<file path="src/rtl/vec_reduce_ctrl.sv">
// Chunked vector-sum sequencer: streams Elements-wide int8 chunks into an external
// pipelined adder tree and accumulates the tree's 8-bit partial sums into a wide result.
module vec_reduce_ctrl #(
   parameter int Elements    = 12,
   parameter int VecLen      = 48,
   parameter int TreeLatency = 3,
   parameter int AccWidth    = 16
) (
   input  logic                         clk_in,
   input  logic                         rst_in,
   input  logic                         in_valid,
   output logic                         in_ready,
   input  logic [Elements-1:0][7:0]     in_data,
   output logic [Elements-1:0][7:0]     tree_in,
   input  logic [7:0]                   tree_out,
   output logic                         out_valid,
   input  logic                         out_ready,
   output logic [AccWidth-1:0]          out_data,
   output logic                         busy
);

   localparam int NumChunks = VecLen / Elements;
   localparam int CntW      = $clog2(NumChunks + 1);
   localparam logic [CntW-1:0] LastIdx = CntW'(NumChunks - 1);

   typedef enum logic [1:0] {
      ST_FEED  = 2'd0,
      ST_DRAIN = 2'd1,
      ST_DONE  = 2'd2
   } state_e;

   state_e                      state_q, state_d;
   logic [TreeLatency:0]        tag_q, tag_d;
   logic [Elements-1:0][7:0]    tree_in_q, tree_in_d;
   logic [AccWidth-1:0]         acc_q, acc_d;
   logic [CntW-1:0]             feed_cnt_q, feed_cnt_d;
   logic [CntW-1:0]             sum_cnt_q, sum_cnt_d;
   logic                        out_valid_q, out_valid_d;
   logic [AccWidth-1:0]         out_data_q, out_data_d;

   logic                        in_ready_s;
   logic                        accept_s;
   logic signed [7:0]           partial_s;
   logic signed [AccWidth-1:0]  partial_ext_s;

   assign in_ready_s    = (state_q == ST_FEED) && !rst_in;
   assign accept_s      = in_valid && in_ready_s;
   assign partial_s     = tree_out;
   assign partial_ext_s = partial_s;

   // Next-state, feed and accumulate logic
   always_comb begin
      state_d     = state_q;
      tag_d       = tag_q << 1;
      tree_in_d   = '0;
      acc_d       = acc_q;
      feed_cnt_d  = feed_cnt_q;
      sum_cnt_d   = sum_cnt_q;
      out_valid_d = out_valid_q;
      out_data_d  = out_data_q;

      // The tag emerging from the last stage marks tree_out as a real chunk sum
      if (tag_q[TreeLatency]) begin
         acc_d     = acc_q + AccWidth'(partial_ext_s);
         sum_cnt_d = sum_cnt_q + CntW'(1);
         if (sum_cnt_q == LastIdx) begin
            out_data_d  = acc_d;
            out_valid_d = 1'b1;
            state_d     = ST_DONE;
         end else begin
            out_valid_d = out_valid_q;
         end
      end else begin
         acc_d = acc_q;
      end

      case (state_q)
         ST_FEED: begin
            if (accept_s) begin
               tree_in_d  = in_data;
               tag_d[0]   = 1'b1;
               feed_cnt_d = feed_cnt_q + CntW'(1);
               if (feed_cnt_q == LastIdx) begin
                  state_d = ST_DRAIN;
               end else begin
                  state_d = ST_FEED;
               end
            end else begin
               tag_d[0] = 1'b0;
            end
         end
         ST_DRAIN: begin
            tag_d[0] = 1'b0;
         end
         ST_DONE: begin
            tag_d[0] = 1'b0;
            if (out_ready) begin
               out_valid_d = 1'b0;
               acc_d       = '0;
               feed_cnt_d  = '0;
               sum_cnt_d   = '0;
               state_d     = ST_FEED;
            end else begin
               out_valid_d = 1'b1;
            end
         end
         default: begin
            state_d = ST_FEED;
         end
      endcase
   end

   // State and datapath registers with synchronous reset
   always_ff @(posedge clk_in) begin
      if (rst_in) begin
         state_q     <= ST_FEED;
         tag_q       <= '0;
         tree_in_q   <= '0;
         acc_q       <= '0;
         feed_cnt_q  <= '0;
         sum_cnt_q   <= '0;
         out_valid_q <= 1'b0;
         out_data_q  <= '0;
      end else begin
         state_q     <= state_d;
         tag_q       <= tag_d;
         tree_in_q   <= tree_in_d;
         acc_q       <= acc_d;
         feed_cnt_q  <= feed_cnt_d;
         sum_cnt_q   <= sum_cnt_d;
         out_valid_q <= out_valid_d;
         out_data_q  <= out_data_d;
      end
   end

   assign in_ready  = in_ready_s;
   assign tree_in   = tree_in_q;
   assign out_valid = out_valid_q;
   assign out_data  = out_data_q;
   assign busy      = (state_q != ST_FEED) || (|tag_q);

endmodule

</file>
<file path="config.mk">
export PLATFORM = sky130hd
export DESIGN_NAME = vec_reduce_ctrl
export DESIGN_NICKNAME = d
export VERILOG_FILES = /design/src/rtl/vec_reduce_ctrl.sv
export SDC_FILE = /design/constraint.sdc
export NUM_CORES = 1
export LEC_CHECK = 0
export CAP_MARGIN = 20
export CORE_MARGIN = 10
export CORE_UTILIZATION = 30
export DETAILED_ROUTE_END_ITERATION = 7
export GPL_ROUTABILITY_DRIVEN = 1
export HOLD_SLACK_MARGIN = 0.06
export PLACE_DENSITY = 0.67
export REMOVE_ABC_BUFFERS = 1
export SYNTH_ARGS = -nofsm -noshare
export SYNTH_HDL_FRONTEND = slang
export SYNTH_SLANG_ARGS = --single-unit
</file>
<file path="constraint.sdc">
create_clock -name clk_in -period 2.57 [get_ports clk_in]
set_clock_uncertainty 0.05 [all_clocks]
set_input_delay 0.514 -clock clk_in [delete_from_list [all_inputs] [get_ports clk_in]]
set_output_delay 0.514 -clock clk_in [all_outputs]
set_load 0.02 [all_outputs]
</file>
# Word level (Yosys, flattened, before mapping)
# Cells that the tools add are included.
dict set report totals {
  mem_bits_ro 0
  out_inout_bits 115
  ramBits 0
  wordCells 66
  memories 0
  inputBits 108
  latchBits 0
  reg_bits 141
}
dict set report op_classes {
  magnitude_cmp 0
  addsub 3
  eq_ne 6
  reduce_logical 15
  mul 0
  bitwise_logic 2
  shifts 0
  div 0
  n_mux 20
}
# cell count
set op_table {}
lappend op_table {{$mux 16} 3}
lappend op_table {{$add 16x16->16} 1}
lappend op_table {{$mux 3} 5}
lappend op_table {{$mux 2} 4}
lappend op_table {{$reduce_bool 2->1} 4}
lappend op_table {{$add 3x1->3 const B} 2}
lappend op_table {{$eq 3x2->1 const B} 2}
lappend op_table {{$mux 1} 6}
lappend op_table {{$pmux 2 s3} 1}
lappend op_table {{$pmux 3 s2} 1}
lappend op_table {{$ne 2x2->1 const B} 2}
lappend op_table {{$reduce_and 2->1} 2}
lappend op_table {{$reduce_or 4->1} 1}
lappend op_table {{$reduce_and 3->1} 1}
lappend op_table {{$reduce_or 3->1} 1}
lappend op_table {{$eq 2x1->1 const B} 1}
lappend op_table {{$eq 2x2->1 const B} 1}
lappend op_table {{$logic_and 1x1->1} 2}
lappend op_table {{$logic_not 2->1} 1}
lappend op_table {{$not 1->1} 2}
lappend op_table {{$reduce_or 2->1} 1}
lappend op_table {{$logic_not 1->1} 1}
lappend op_table {{$logic_or 1x1->1} 1}

# Depth between registers and ports, before layout
dict set report depth {
  word_depth 5
  ltp_mapped 10
  ltp_nobuf 10
}

# Worst setup path after synthesis
# No wires, ideal clock.
dict set report synth_path {
  path_type {input port to flip-flop}
  startpoint {input tree_out[0]}
  endpoint {register out_data_q[14] (netlist: out_data[14])}
  setup_ns 0.062
  setup_slack_ns -0.005
  stages 10
  arrival_time_ns 2.463
  path_buffers 0
  required_time_ns 2.458
  path_cell_list {ha_1 > inv_1 > fa_1 > nor2b_1 > o21ai_1 > a21o_1 > a21o_1 > a41o_1 > or4_1 > nand3_1}
}
dict set report synth_between {
  elab_chain_cells 1
}
# element line_no
set synth_lines {}
lappend synth_lines {{start, declared} 15} ;# input logic [7:0] tree_out,
lappend synth_lines {{$add 16x16->16} 64} ;# acc_d = acc_q + AccWidth'(partial_ext_s);
lappend synth_lines {{end signal, assigned} 132} ;# out_data_q <= out_data_d;
lappend synth_lines {{end, declared} 39} ;# logic [AccWidth-1:0] out_data_q, out_data_d;
# Every way passes these cells.
# A chain may end at the register's enable or synchronous reset.

# Worst setup path after layout
dict set report layout_path {
  startpoint {register acc_q[0]}
  endpoint {register out_data_q[14] (netlist: out_data[14])}
}
dict set report layout_between {
  elab_chain_cells 1
}
# element line_no
set layout_lines {}
lappend layout_lines {{start, declared} 35} ;# logic [AccWidth-1:0] acc_q, acc_d;
lappend layout_lines {{start signal, assigned} 119} ;# acc_q <= '0;
lappend layout_lines {{start signal, assigned} 128} ;# acc_q <= acc_d;
lappend layout_lines {{$add 16x16->16} 64}
# Every way passes these cells.

==> impl_metrics.yaml <==
cells_and_area:
  nFillCells: 1528
  areaGrowthSynthToFinish_pct: 67.4
  drive_above_1_share_pct: 12.3
  finish.utilization_pct: 50.8
  nets: 885
  n_antenna_cell: 0
setup_path:
  cp.arrival_ps: 2760
  max_stage_delay_ps: 510
  r2r_end: "out_data[14]$_SDFFE_PP0P_"
  rr_worst_depth: 10
  path_cells: "ha_2, inv_2, fa_2, nor2b_1, o21ai_1, a21o_1, a21o_1, a41o_1, or4_1, nand3_1"
  worst-path-buf-inv: 1
  cp.required_ps: 2870
  crit_end: "out_data[14]$_SDFFE_PP0P_"
  reg2reg_slack_ps: 120
  worstPathMaxFanout: 3
  crit_type: "flop to flop"
  cp-start-kind: "flop"
  critPathSlowestCell: "or4_1"
  critPathCaptureType: "flop"
  startpoint: "acc_q[0]$_SDFF_PP0_"
  crit_family: "simple AND/OR/NAND/NOR gates"
  path_depth: 10
  cpMostUsedCell: "a21o_1"
  r2r-start: "acc_q[0]$_SDFF_PP0_"
power:
  p_leak_nw: 3.62
  total_power_w: 0.00530
  ir_worst_vdd_uv: 432
  powerDensity_mw_per_mm2: 633
global_routing:
  grt_max_degree: 98
  grt_antenna_before_repair: 0
  grtUsageTotal_pct: 15.6
  overflow: 0
  grt_pass1_wl_um: 26900
  grt_pass1_vias: 4841
route:
  antenna_left: 0
  dr_total_vias: 4574
  drt_pass1_iterations: 5
  drc: 0
  via_per_inst: 4.62
  drt-total-wl_um: 17300
  drt_iter0_markers: 151
  wl_per_cell_um: 17.5
floorplanning:
  io_pins: 223
  initial_core_util_pct: 30.3
  die-width_um: 149
  die_area_mm2: 0.0222
  rows: 47
  die_height_um: 149
  core_mm2: 0.0165
outcome:
  status: "finished, final reports clean"
clocking:
  cts_tree: "done"
  path_clk_slew_ps: 60
  cts_root_buf: "clkbuf_16"
  cts_hold_buf: 0
  cts_buffer_depth: 2
  cts_buffers: 17
  cts-htree-levels: 4
  insertion_delay_ps: 410
  clock-sinks: 141
timing:
  timing.fmax_mhz: 408
  rsz0062_at_grt: "no"
  fin_crit_sh_pct: 95.4
  layout_min_cycle_time_ps: 2450
  relSlewSlack_pct: 47.2
  tightest_slew_ps: 793
  setup_viol: 0
  slew_viol_final: 0
  holdWs_ps: 405
  hold_viol_final: 0
synth:
  yosysTopAreaCellShare_pct: 56.5
  ys.flop_type: "dfxtp_1"
  synthTopCellsByCount: "dfxtp_1, and3_1, nand2_1, clkbuf_1, nor2_1"
  synth_top_cell_by_area: "dfxtp_1"
  synth_area_mm2: 0.00499
  synth_edf_count: 0
  ys_async_sr_fraction_pct: 0
  ys_ff_latch: 141
  synthTopCellsByArea: "dfxtp_1, and3_1, ha_1"
  yosysMostFrequentCell: "dfxtp_1"
  syn-instance-count: 502
  synth_seq_area_share_pct: 56.5
  ys_types: 42
  syn_avg_cell_area_um2: 9.95
  ys_warn_count: 0
placement:
  post-dp-hpwl_um: 13400
  io_buffers: 222
  place_congestion: 0.849
hold_path:
  hold_class: "flop to flop"
job:
  drv_cap: 0
## power breakdown
part | internal (W) | total, W | switching (W)
Combinational | 0.000338 | 0.000611 | 0.000273
Clock | 0.00141 | 0.00241 | 0.000999
Sequential | 0.00226 | 0.00228 | 0.0000215
## cell families after synthesis
family	synth area share [%]
DFF	56.5
and+or+nand+nor	23.5
xor gates and xnor gates	1.75
buffers and inverters	3.31
adders and majority gates	5.16
AOI/OAI and AO/OA	7.77
muxes	2.00
## layer usage
metal | track usage [%] | vias to the layer above | share of wire (%)
met4 | 6.28 | 0 | 2.1
met1 | 14.9 | 2122 | 37
li1 | - | 2251 | -
met2 | 26.6 | 175 | 49
met3 | 9.59 | 26 | 12
met5 | 0 | - | 0
## worst min-delay path, stage by stage, from the launching register on
cell	delay, ps
dfxtp_1	310
nand2_1	50
a21oi_1	50
## area by class of cell
cell class              count  area (um^2)  area share (%)
inverters                  11         41.3           0.494
multi-input cells         317         2060            24.7
clock buffers              19          453            5.42
clock inverters            13          131            1.57
well taps                 220          275            3.29
repair buffers            269         2570            30.8
flip-flops and latches    141         2820            33.8
## metrics by stage
stage,TNS (ps),instances,setup WS [ps],cell area [um^2]
after floorplan,-210260,469,-2670,4870
after global placement,-7400,954,-567,7690
after detailed placement,-8270,954,-608,7690
after CTS,-30.3,988,-30.3,8320
after global routing,0,990,6.41,8360
final,0,990,117,8360
## worst min path at each step
stage                              start                        end  slack [ps]  cells after the start
6_report       out_data[11]$_SDFFE_PP0P_  out_data[11]$_SDFFE_PP0P_         400                      2
5_1_grt         out_data[2]$_SDFFE_PP0P_   out_data[2]$_SDFFE_PP0P_         420                      2
4_1_cts        out_data[11]$_SDFFE_PP0P_  out_data[11]$_SDFFE_PP0P_         410                      2
3_5_place_dp   out_data[11]$_SDFFE_PP0P_  out_data[11]$_SDFFE_PP0P_         400                      2
3_3_place_gp    out_data[3]$_SDFFE_PP0P_   out_data[3]$_SDFFE_PP0P_         400                      2
2_1_floorplan        tag_q[1]$_SDFF_PP0_        tag_q[2]$_SDFF_PP0_         390                      1
## timing repair
item | in CTS | in global routing
endpoints found under the setup margin | 8 | 13
pin swaps | 5 | 8
resized for setup | 6 | 10
setup buffers | 2 | 2
hold endpoints to repair | 0 | 0
## registers in the layout, indices dropped and copies added (netlist names)
register    cells
acc_q          16
feed_cnt_q      3
out_data       16
out_valid       1
state_q         2
sum_cnt_q       3
tag_q           4
tree_in        96
## placed cells by master, fill, tap and decap left out, types with 2 or more instances in the layout
master / synthesis / final
or3_1: 2 / 2
nor3_1: 7 / 5
o211ai_1: 2 / 2
o21ai_1: 2 / 2
nand3b_1: 5 / 5
o21ai_0: 9 / 8
and3_1: 96 / 96
a31oi_1: 5 / 3
ha_1: 19 / 17
nor2_1: 32 / 32
a21o_1: 8 / 8
a21oi_1: 22 / 22
dfxtp_1: 141 / 140
or4_1: 4 / 4
nor2b_1: 6 / 6
mux2i_1: 10 / 10
clkdlybuf4s50_1: 0 / 218
xnor2_1: 6 / 6
and2_1: 3 / 3
nand3_1: 11 / 11
nor3_2: 0 / 2
a211oi_1: 5 / 4
inv_1: 11 / 9
clkbuf_16: 0 / 17
dlymetal6s2s_1: 0 / 2
nand4b_1: 2 / 2
inv_6: 0 / 5
buf_4: 0 / 47
nand4_1: 3 / 3
clkbuf_8: 0 / 2
xor2_1: 4 / 4
inv_2: 0 / 2
o21a_1: 2 / 2
clkinv_4: 0 / 3
nand2_1: 37 / 37
clkinvlp_4: 0 / 2
(Power assumes the default switching activity.)
